--- src/rtl/adder_arbiter_pkg.sv ---
`default_nettype none
// ============================================================================
// Module   : adder_arbiter_pkg
// Brief    : Shared FSM encoding, counter width and round-robin pick helper.
// Revision : 1.0
// ============================================================================
package adder_arbiter_pkg;

    localparam int OPS_W   = 16;
    localparam int MAX_REQ = 8;
    localparam int IDX_W   = 3;

    typedef enum logic [1:0] {
        ST_IDLE = 2'd0,
        ST_CALC = 2'd1,
        ST_RESP = 2'd2
    } state_t;

    // First valid lane at or after ptr, scanning upward modulo nreq.
    function automatic logic [IDX_W-1:0] rr_select(
        input logic [MAX_REQ-1:0] valid,
        input logic [IDX_W-1:0]   ptr,
        input int                 nreq
    );
        logic [IDX_W-1:0] pick;
        logic             found;
        int               idx;
        pick  = '0;
        found = 1'b0;
        for (int i = 0; i < MAX_REQ; i++) begin
            idx = (int'(ptr) + i) % nreq;
            if (!found && (i < nreq) && valid[idx[IDX_W-1:0]]) begin
                pick  = idx[IDX_W-1:0];
                found = 1'b1;
            end
        end
        return pick;
    endfunction

endpackage
`default_nettype wire

--- src/rtl/adder.sv ---
`default_nettype none
// ============================================================================
// Module   : adder
// Brief    : Combinational W-bit adder, carry discarded.
// Revision : 1.0
// ============================================================================
module adder #(
    parameter int W = 32
) (
    input  logic [W-1:0] ina,
    input  logic [W-1:0] inb,
    output logic [W-1:0] outx
);

    assign outx = ina + inb;

endmodule
`default_nettype wire

--- src/rtl/adder_arbiter.sv ---
`default_nettype none
// ============================================================================
// Module   : adder_arbiter
// Brief    : Round-robin shared adder; one operation in flight, IDLE/CALC/RESP.
// Revision : 1.0
// ============================================================================
module adder_arbiter
    import adder_arbiter_pkg::*;
#(
    parameter int NREQ = 4,
    parameter int W    = 32
) (
    input  logic              clk,
    input  logic              reset,
    input  logic [NREQ-1:0]   req_valid,
    input  logic [NREQ*W-1:0] req_a,
    input  logic [NREQ*W-1:0] req_b,
    output logic [NREQ-1:0]   req_ready,
    output logic [NREQ-1:0]   rsp_valid,
    input  logic [NREQ-1:0]   rsp_ready,
    output logic [W-1:0]      rsp_data,
    output logic              busy,
    output logic [OPS_W-1:0]  ops_done
);

    localparam logic [IDX_W-1:0] LAST_IDX = IDX_W'(NREQ - 1);

    state_t               r_state;
    state_t               w_state_nxt;
    logic [IDX_W-1:0]     r_rr_ptr;
    logic [IDX_W-1:0]     r_grant;
    logic [W-1:0]         r_op_a;
    logic [W-1:0]         r_op_b;
    logic [W-1:0]         r_rsp_data;
    logic [OPS_W-1:0]     r_ops_done;

    logic [MAX_REQ-1:0]   w_valid_pad;
    logic [IDX_W-1:0]     w_winner;
    logic [NREQ-1:0]      w_winner_oh;
    logic [NREQ-1:0]      w_grant_oh;
    logic                 w_any_valid;
    logic                 w_accept;
    logic                 w_complete;
    logic [W-1:0]         w_sum;

    always_comb begin
        w_valid_pad             = '0;
        w_valid_pad[NREQ-1:0]   = req_valid;
    end

    assign w_any_valid = |req_valid;
    assign w_winner    = rr_select(w_valid_pad, r_rr_ptr, NREQ);

    for (genvar i = 0; i < NREQ; i++) begin : g_lane
        assign w_winner_oh[i] = (w_winner == IDX_W'(i));
        assign w_grant_oh[i]  = (r_grant  == IDX_W'(i));
    end

    assign w_accept   = (r_state == ST_IDLE) && w_any_valid;
    assign w_complete = (r_state == ST_RESP) && |(rsp_ready & w_grant_oh);

    adder #(
        .W    (W)
    ) u_adder (
        .ina  (r_op_a),
        .inb  (r_op_b),
        .outx (w_sum)
    );

    always_comb begin
        w_state_nxt = r_state;
        case (r_state)
            ST_IDLE: if (w_any_valid) w_state_nxt = ST_CALC;
            ST_CALC: w_state_nxt = ST_RESP;
            ST_RESP: if (w_complete) w_state_nxt = ST_IDLE;
            default: w_state_nxt = ST_IDLE;
        endcase
    end

    always_ff @(posedge clk or negedge reset) begin
        if (!reset) begin
            r_state <= ST_IDLE;
        end else begin
            r_state <= w_state_nxt;
        end
    end

    always_ff @(posedge clk or negedge reset) begin
        if (!reset) begin
            r_grant    <= '0;
            r_op_a     <= '0;
            r_op_b     <= '0;
            r_rsp_data <= '0;
            r_rr_ptr   <= '0;
            r_ops_done <= '0;
        end else begin
            if (w_accept) begin
                r_grant <= w_winner;
                r_op_a  <= req_a[int'(w_winner)*W +: W];
                r_op_b  <= req_b[int'(w_winner)*W +: W];
            end
            if (r_state == ST_CALC) begin
                r_rsp_data <= w_sum;
            end
            // Pointer moves only on completion so an accepted-but-unfinished op
            // never shifts fairness.
            if (w_complete) begin
                r_rr_ptr   <= (r_grant == LAST_IDX) ? '0 : r_grant + 1'b1;
                r_ops_done <= r_ops_done + 1'b1;
            end
        end
    end

    // Gate with reset so a held request is never acknowledged while in reset.
    assign req_ready = (reset && w_accept) ? w_winner_oh : '0;
    assign rsp_valid = (r_state == ST_RESP) ? w_grant_oh : '0;
    assign rsp_data  = r_rsp_data;
    assign busy      = (r_state != ST_IDLE);
    assign ops_done  = r_ops_done;

    a_req_ready_onehot : assert property (@(posedge clk) disable iff (!reset)
        $onehot0(req_ready));
    a_rsp_valid_onehot : assert property (@(posedge clk) disable iff (!reset)
        $onehot0(rsp_valid));

endmodule
`default_nettype wire

--- config.mk ---
export PLATFORM = sky130hd
export DESIGN_NAME = adder_arbiter
export DESIGN_NICKNAME = d
export VERILOG_FILES = /design/src/rtl/adder_arbiter_pkg.sv /design/src/rtl/adder.sv /design/src/rtl/adder_arbiter.sv
export SDC_FILE = /design/constraint.sdc
export NUM_CORES = 1
export LEC_CHECK = 0
export BUFFER_PORTS_ARGS = -buffer_cell sky130_fd_sc_hd__buf_2
export CAP_MARGIN = 5
export CORE_AREA = 2 2 127 129
export CTS_CLUSTER_DIAMETER = 80
export DETAILED_ROUTE_END_ITERATION = 8
export DIE_AREA = 0 0 129 131
export GPL_TIMING_DRIVEN = 0
export PLACE_DENSITY = 0.86
export SYNTH_ARGS = -nofsm -noshare
export SYNTH_HDL_FRONTEND = slang
export SYNTH_SLANG_ARGS = --single-unit
--- constraint.sdc ---
create_clock -name clk -period 5.3 [get_ports clk]
set_input_delay 0.53 -clock clk [delete_from_list [all_inputs] [get_ports clk]]
set_output_delay 0.53 -clock clk [all_outputs]
set_load 0.1 [all_outputs]
# Word level (Yosys, flattened, before mapping)
# Index checks and enable logic that the tools add are counted.
# op_classes
add_sub_neg,6
n_mul,0
div_mod_pow,0
magnitude_cmp,4
eq_ne,10
shift,2
muxes,21
bitwise,4
reduce_logical,19
# ops
op,count
variable part select 128 x 9 -> 32 bit,2
adder 32 bit,1
adder 16 x 1 -> 16 bit (second input constant),1
== test 3 x 2 -> 1 bit (second input constant),4
less-than comparator 3 x 4 -> 1 bit (second input constant),3
binary-select mux 1 bit (select 3 bit),3
two-way mux 3 bit,3
two-way mux 2 bit,4
two-way mux 4 bit,2
OR reduction 4 bit,2
two-way mux 1 bit,7
== test 3 x 1 -> 1 bit (second input constant),2
logical AND 1 bit,6
zero test 3 bit,2
one-hot mux 2 bit (3 select lines),1
OR reduction 2 bit,3
adder 2 x 1 -> 2 bit (second input constant),2
adder 2 bit (second input constant),2
AND 4 bit,1
less-than comparator 2 x 4 -> 1 bit (second input constant),1
!= test 2 bit (second input constant),2
AND 1 bit (first input constant),3
zero test 1 bit,3
binary-select mux 1 bit (select 2 bit),1
other kinds (5),5
# word_totals
regBits,119
latchBits,0
ramBits,0
rom_bits,0
in_bits,266
out_inout_bits,57
word_cells,73
mem_count,0

# Depth between registers and ports, before layout
# Gate-level depths: netlist of run 1.
# depth
word_depth,15
depth_mapped,10
mapped_depth_nobuf,10

# Modules after synthesis
# From an unflattened synthesis of run 1, not the netlist that was laid out.
# hier_totals
hier_cells,871
hier_area_um2,8211.6
# modules_own_cells
mod,instances,cells_each,area_each_um2,seq_area_each_um2
adder_arbiter,1,630,6467.5,2952.8
adder,1,241,1744.2,0.0

# Least setup slack after synthesis of run 1
# Ideal clock, no wire load.
# synth_path
path_kind,input to output
start,input req_valid[0]
end,output req_ready[1]
t_arrival_ns,3.158
path_slack_ns,1.612
stages,8
n_path_buf,2
path_cell_list,nor2b_1 -> a21oi_1 -> nor2_1 -> a211oi_1 -> clkbuf_1 -> clkbuf_1 -> nand3_1 -> nor2b_1
# synth_between
elab_chain_cells,14
elab_cells_between_ends,26
cone_classes,1 x eq/ne; 16 x mux; 9 x reduce/logical
# synth_lines
item,line,rtl
start: declaration,adder_arbiter.sv:15,"input logic [NREQ-1:0] req_valid,"
binary-select mux 1 bit (select 2 bit),adder_arbiter_pkg.sv:32,if (!found && (i < nreq) && valid[idx[IDX_W-1:0]]) begin
two-way mux 1 bit (not written as such),adder_arbiter_pkg.sv:32,
two-way mux 1 bit,adder_arbiter_pkg.sv:32,
zero test 1 bit,adder_arbiter_pkg.sv:32,
logical AND 1 bit,adder_arbiter_pkg.sv:32,
two-way mux 1 bit,adder_arbiter_pkg.sv:32,
zero test 1 bit,adder_arbiter_pkg.sv:32,
logical AND 1 bit,adder_arbiter_pkg.sv:32,
two-way mux 1 bit,adder_arbiter_pkg.sv:32,
zero test 1 bit,adder_arbiter_pkg.sv:32,
logical AND 1 bit,adder_arbiter_pkg.sv:32,
two-way mux 3 bit,adder_arbiter_pkg.sv:32,
== test 3 x 1 -> 1 bit,adder_arbiter.sv:55,assign w_winner_oh[i] = (w_winner == IDX_W'(i));
two-way mux 4 bit (*),adder_arbiter.sv:115,assign req_ready = (reset && w_accept) ? w_winner_oh : '0;
end: declaration,adder_arbiter.sv:18,"output logic [NREQ-1:0] req_ready,"
# Every way passes the cells marked *; elsewhere a longest branch is shown, timed or not. The select of a mux whose other input is x is not followed.

# Worst setup path in the final report of run 1
# layout_path
start,register r_rr_ptr[0]
end,output req_ready[1]
# layout_between
elab_chain_cells,15
elab_cells_between_ends,32
cone_classes,3 x add/sub; 1 x eq/ne; 16 x mux; 3 x bitwise; 9 x reduce/logical
# layout_lines
item,line,rtl
start: declaration,adder_arbiter.sv:30,logic [IDX_W-1:0] r_rr_ptr;
start signal: assignment,adder_arbiter.sv:108,r_rr_ptr <= (r_grant == LAST_IDX) ? '0 : r_grant + 1'b1;
adder 2 x 1 -> 2 bit,adder_arbiter_pkg.sv:31,idx = (int'(ptr) + i) % nreq;
OR reduction 2 bit (no line),-,
AND 1 bit (no line),-,
binary-select mux 1 bit (select 3 bit),adder_arbiter_pkg.sv:32,
two-way mux 1 bit (not written as such),adder_arbiter_pkg.sv:32,
logical AND 1 bit,adder_arbiter_pkg.sv:32,
two-way mux 1 bit,adder_arbiter_pkg.sv:32,
zero test 1 bit,adder_arbiter_pkg.sv:32,
logical AND 1 bit,adder_arbiter_pkg.sv:32,
two-way mux 1 bit,adder_arbiter_pkg.sv:32,
zero test 1 bit,adder_arbiter_pkg.sv:32,
logical AND 1 bit,adder_arbiter_pkg.sv:32,
two-way mux 3 bit (*),adder_arbiter_pkg.sv:32,
== test 3 x 1 -> 1 bit (*),adder_arbiter.sv:55,
two-way mux 4 bit (*),adder_arbiter.sv:115,
# Marked as above.

==> flow_summary.toml, run 1 <==
[outcome]
status = "completed"

[yosys]
synthDistinctLibCells = 60
netlist_area_um2 = 8240
yosys_warnings = 0
avgSynthCellArea_um2 = 7.147
synthArstFlopShare_pct = 100.0
postSynthNetCount = 1456
syn_inst = 1153
ys.flop_type = "dfrtp_1"
synth_edf_count = 0
ys_seq_area_share_pct = 35.83
ys_seq_elements = 118

[critical_path]
rr_worst_depth = 10
crit_path_end_kind = "output pin"
required_ns = 4.77
crit_family = "buffers and inverters"
cp-startpoint = "r_rr_ptr[0]"
cp_slowest_cell = "clkbuf_1"
worst-path-stages = 9
cp_slowest_stage_delay_ns = 0.50
reg2reg_from = "r_op_a[0]"
r2r_setup_slack_ns = 2.29
worst-path-buf-inv = 3
crit_type = "reg -> out"
critPathMaxFanout = 10
crit_chain = "nor2b_1 -> a21oi_1 -> nor2_1 -> a211oi_1 -> clkbuf_1 -> clkbuf_1 -> nand3_1 -> nor2b_1 -> buf_2"
cp_data_arrival_time_ns = 3.29
startpoint_type = "register"

[final_layout]
final_nets = 1798
fillerInstances = 1351
final_common_cell = "buf_2"
final_area_um2 = 10790
layout_common_cells = "buf_2, nand2_1, nor2_1"
multi_input_area_um2 = 4938
area_growth_pct = 30.98
seq_area_um2 = 2953
drive_above_1_share_pct = 25.07

[timing]
fin_skew_ns = 0.01121
finalSetupViolations = 0
hold_viol_final = 0
relSlewSlack_pct = 51.68
rsz0062_at_grt = "false"
maxSlewViolCount = 0
max_freq_mhz = 261.9
final.setup.tns_ns = 0
min_period_ns = 3.818
finalCritPeriodShare_pct = 72.04
worst_slew_pin_slew_ns = 0.7248

[power]
leakage_uw = 0.005503
p_per_area_nw_per_um2 = 784.2
vdd_drop_max_v = 0.0003788

[clock_network]
cts_buffer_depth = 2
cts_tree = "done"
cts_inserted_buffers = 17
postCtsSetupRepairBufs = 0
hold_buffers = 0
clk_pin_slew_ns = 0.06
worst_skew_pair.late_latency_ns = 0.44
cts_resized = 0
cts_sinks = 118
clockRootBuffer = "clkbuf_16"
htree_levels = 4

[grt]
antenna_found_initial = 4
grt_pass1_wl_um = 44930
grt_overflow = 0
grt_pass1_vias = 8970
grt_usage_pct = 34.38
grt_max_degree = 73

[drt]
drc = 0
firstDrtPassIters = 5
wirelength_um = 29430
drt-initial-drc-count = 795
wl_met1_um = 11900
top_layer_used = "met4"
vias_per_cell = 5.558
met2_length_um = 13970
ant_nets = 0
num_vias = 9609
post_drt_wl_per_cell_um = 17.02
wl_met3_um = 2246

[place]
place_hpwl_um = 23190
io_buffers = 322
place_area_um2 = 10150
routabilityCongestion = 0.9457

[floorplanning]
die_x_um = 129
die_h_um = 131
rows = 46
start_util_pct = 52.83
io_pins = 323
die_area_um2 = 16900
coreArea_um2 = 15600

[run]
drv_cap = 0

[min_path]
hold_path_class = "in -> async"
==> area by class of cell <==
cell class	instances	share of cell area (%)
Clock buffer	18	3.976
Clock inverter	14	1.843
Timing Repair Buffer	323	15.21
Multi-Input combinational cell	954	45.76
Sequential cell	118	27.36
Buffer	69	2.817
Inverter	12	0.4173
Antenna cell	5	0.1159
Tap cell	216	2.504
==> cell usage after synthesis (3+ instances only) <==
| master | n | area (um^2) |
|---|---|---|
| a211o_1 | 7 | 61.31 |
| a211oi_1 | 4 | 30.03 |
| a21boi_1 | 3 | 22.52 |
| a21o_1 | 13 | 97.59 |
| a21oi_1 | 33 | 165.2 |
| a22oi_1 | 3 | 22.52 |
| a41oi_1 | 3 | 26.28 |
| and2_1 | 6 | 37.54 |
| and3_1 | 4 | 25.02 |
| buf_2 | 3 | 15.01 |
| clkbuf_1 | 62 | 232.7 |
| dfrtp_1 | 118 | 2953 |
| ha_1 | 36 | 450.4 |
| inv_1 | 11 | 41.29 |
| mux2_2 | 5 | 56.30 |
| nand2_1 | 254 | 953.4 |
| nand3_1 | 77 | 385.4 |
| nand4_1 | 6 | 37.54 |
| nor2_1 | 225 | 844.6 |
| nor2b_1 | 9 | 56.30 |
| nor3_1 | 6 | 30.03 |
| o211ai_1 | 4 | 30.03 |
| o21a_1 | 8 | 60.06 |
| o21ai_0 | 13 | 65.06 |
| o21ai_1 | 152 | 760.7 |
| o22ai_1 | 3 | 18.77 |
| xnor2_1 | 23 | 201.4 |
| xor2_1 | 19 | 166.4 |
==> metrics by stage <==
| step | setup slack [ns] | hold WS [ns] | power (uW) | cells | util, % |
|---|---|---|---|---|---|
| 6_report | 1.482 | 0.1070 | 8464 | 1729 | 69.20 |
| 3_5_place_dp | 1.702 | 0.4622 | 7083 | 1692 | 65.09 |
| 2_1_floorplan | 1.612 | 0.2344 | 5754 | 1153 | - |
| 3_3_place_gp | 1.336 | 0.4551 | 6950 | 1691 | 64.90 |
| 5_1_grt | 1.383 | 0.1699 | 9007 | 1728 | 69.18 |
| 4_1_cts | 1.516 | 0.1353 | 8369 | 1724 | 69.12 |
==> routing by layer <==
| metal | up-vias | GRT usage [%] |
|---|---|---|
| met5 | - | 0 |
| li1 | 4581 | - |
| met2 | 511 | 57.55 |
| met4 | 0 | 16.56 |
| met1 | 4420 | 44.02 |
| met3 | 97 | 5.090 |
==> path summary, 6_finish.rpt <==
kind | endpoint
setup / recovery | req_ready[1]
hold / removal | ops_done[3]
setup reg to reg | rsp_data[18]
hold reg to reg | ops_done[15]
max in group asynchronous | r_op_b[3]
min in group clk | ops_done[15]
==> where the power goes <==
part	switching (uW)	total [uW]	leakage, uW	internal [uW]
Clock	445	1240	0.000306	791
Combinational	3860	5560	0.00375	1700
Sequential	330	1660	0.00145	1330
Total	4640	8460	0.00550	3830
==> flip-flops by register name (all words and copies together) (netlist names) <==
signal    cells
r_op_b       32
r_op_a       32
rsp_data     32
r_grant       2
ops_done     16
r_state       2
r_rr_ptr      2
==> kinds of logic after synthesis <==
kind of cell / synth area share [%]
buf+inv: 4.236
simple gates: 30.08
compound gates: 18.75
mux: 0.9262
fa+ha+maj: 5.709
xor+xnor: 4.464
flops: 35.83
Power figures use the tool's default switching activity.
==> run 2: changes to the inputs <==
--- a/config.mk
+++ b/config.mk
@@ -7,12 +7,12 @@
 export LEC_CHECK = 0
 export BUFFER_PORTS_ARGS = -buffer_cell sky130_fd_sc_hd__buf_2
 export CAP_MARGIN = 5
-export CORE_AREA = 2 2 127 129
+export CORE_AREA = 2 2 121 146
 export CTS_CLUSTER_DIAMETER = 80
 export DETAILED_ROUTE_END_ITERATION = 8
-export DIE_AREA = 0 0 129 131
+export DIE_AREA = 0 0 123 148
 export GPL_TIMING_DRIVEN = 0
-export PLACE_DENSITY = 0.86
+export PLACE_DENSITY = 0.81
 export SYNTH_ARGS = -nofsm -noshare
 export SYNTH_HDL_FRONTEND = slang
 export SYNTH_SLANG_ARGS = --single-unit
==> constraint.sdc (replaced) <==
create_clock -name clk -period 3.7 [get_ports clk]
set_input_delay 0.37 -clock clk [delete_from_list [all_inputs] [get_ports clk]]
set_output_delay 0.37 -clock clk [all_outputs]
set_load 0.1 [all_outputs]
==> run 2 against run 1 <==
- final cell count down 0.17%
- via count down 2.2%
- flip-flop and latch count unchanged
- clock power up 24%
- combinational power up 42%
- critical path type unchanged
- largest power group unchanged
==> flow_summary.toml, run 2 (synthesized netlist as in run 1, its figures left out) <==
[outcome]
status = "completed"

[power]
power.internal_uw = 5239
vdd_drop_max_v = 0.0004646
p_per_area_nw_per_um2 = 1100
p_comb_share_pct = 67.0
p_seq_share_pct = 20.0
clkPwrFrac_pct = 13.0
switching_power_uw = 6565
power_uw = 11800
leakage_uw = 0.005470
sw_frac_of_total_pct = 55.62

[critical_path]
r2r-end = "rsp_data[18]"
crit_path_end_kind = "output pin"
crit_chain = "nand2_1 -> nand2_1 -> a21oi_1 -> o22ai_1 -> clkbuf_2 -> clkbuf_1 -> nor2b_1 -> buf_2"
rr_worst_depth = 10
cp_slowest_stage_delay_ns = 0.54
r2r_setup_slack_ns = 0.68
startpoint_type = "register"
cp_data_arrival_time_ns = 3.12
crit_type = "reg -> out"
critPathMaxFanout = 10
reg2reg_from = "r_op_a[0]"
cp_slowest_cell = "o22ai_1"
required_ns = 3.33
cp_common_cell = "nand2_1"

[timing]
rsz0062_at_grt = "false"
fin_skew_ns = 0.009357
finalSetupViolations = 0
finalCritPeriodShare_pct = 94.20
hold_viol_final = 0
max_freq_mhz = 286.9
worst_slew_pin_slew_ns = 0.6817
min_period_ns = 3.486
relSlewSlack_pct = 54.55
maxSlewViolCount = 0
final.setup.tns_ns = 0

[place]
dp.cells = 1692
routabilityCongestion = 0.9541
io_buffers = 322
place_hpwl_um = 23870

[drt]
firstDrtPassIters = 5
num_vias = 9396
drt-initial-drc-count = 741
drc = 0
vias_per_cell = 5.444
wirelength_um = 29260
post_drt_wl_per_cell_um = 16.95
ant_nets = 0

[floorplanning]
io_pins = 323
die_h_um = 148
die_area_um2 = 18200
die_x_um = 123
start_util_pct = 49.09
rows = 52
coreArea_um2 = 16790

[clock_network]
cts_buffer_depth = 2
clockRootBuffer = "clkbuf_16"
cts_sinks = 118
cts_tree = "done"
postCtsSetupRepairBufs = 0
cts_inserted_buffers = 17
worst_skew_pair.late_latency_ns = 0.42
htree_levels = 4
clk_pin_slew_ns = 0.06

[run]
drv_cap = 0

[final_layout]
multi_input_area_um2 = 4943
area_growth_pct = 30.19
fin_util_pct = 63.91
drive_above_1_share_pct = 25.33
fillerInstances = 1548
seq_area_um2 = 2953
final_common_cell = "buf_2"
final_nets = 1798
layout_common_cells = "buf_2, nand2_1, nor2_1"
finalNonFillerCells = 1726

[grt]
grt_overflow = 0
grt_usage_pct = 31.91
grt_max_degree = 72
grt_pass1_vias = 8941
antenna_found_initial = 1
grt_pass1_wl_um = 45040

[min_path]
whs_path_depth = 4
hold_path_class = "in -> reg"
holdPathEnd = "r_state[1]"
min-delay-start = "rsp_ready[1]"
## run 2: repair_timing
item	CTS	global route
endpoints found under the setup margin	0	3
hold buffers	1	0
gates resized for setup	0	5
hold endpoints to repair	49	0
## run 2: area by class of cell
cell class                      instances  area share (%)
Antenna cell                            2         0.04665
Buffer                                 68           2.822
Clock buffer                           18           4.094
Clock inverter                         14           1.061
Inverter                               12          0.4199
Multi-Input combinational cell        954           46.08
Sequential cell                       118           27.53
Tap cell                              216           2.519
Timing Repair Buffer                  324           15.43
## run 2: worst max path at each step
stage                            start      endpoint  slack, ns  cells past startpoint
after CTS                  r_rr_ptr[1]  req_ready[1]       0.04                      8
after detailed placement  req_valid[0]  req_ready[1]       0.36                     10
after global placement           reset  req_ready[1]       0.08                      4
after global routing       r_rr_ptr[1]  req_ready[1]       0.08                      8
after floorplan             r_state[0]  req_ready[0]       0.21                      6
final                      r_rr_ptr[1]  req_ready[1]       0.21                      8
## run 2: per-layer routing
| metal | routed length, um | vias up | track usage, % | share of wire (%) |
|---|---|---|---|---|
| met4 | 585 | 0 | 9.489 | 2.0 |
| li1 | - | 4580 | - | - |
| met5 | 0 | - | 0 | 0 |
| met2 | 14610 | 406 | 54.61 | 50 |
| met1 | 12440 | 4363 | 41.95 | 43 |
| met3 | 1628 | 47 | 4.051 | 5.6 |
## run 2: power by group through the flow
stage	clock network, uW	registers, uW	logic, uW
after floorplan	0	3620	4620
after global placement	0	2330	7670
after detailed placement	0	2350	7790
after CTS	1540	2340	7850
after global routing	1600	2410	8620
final	1540	2360	7910
## run 2: critical path, delay by kind of cell, from the launching register on
kind	cells	cell delay, ns
buffers and inverters	3	1.23
AOI/OAI and AO/OA	2	0.60
DFF	1	0.49
and+or+nand+nor	3	0.38
## run 2: through the flow
step	hold WS, ns	instance area (um^2)	setup slack, ns
6_report	0.3101	10730	0.2145
5_1_grt	0.3343	10730	0.07670
4_1_cts	0.2993	10720	0.04367
3_5_place_dp	0.3358	10160	0.3632
3_3_place_gp	0.4552	10120	0.07788
2_1_floorplan	0.07441	8240	0.2138
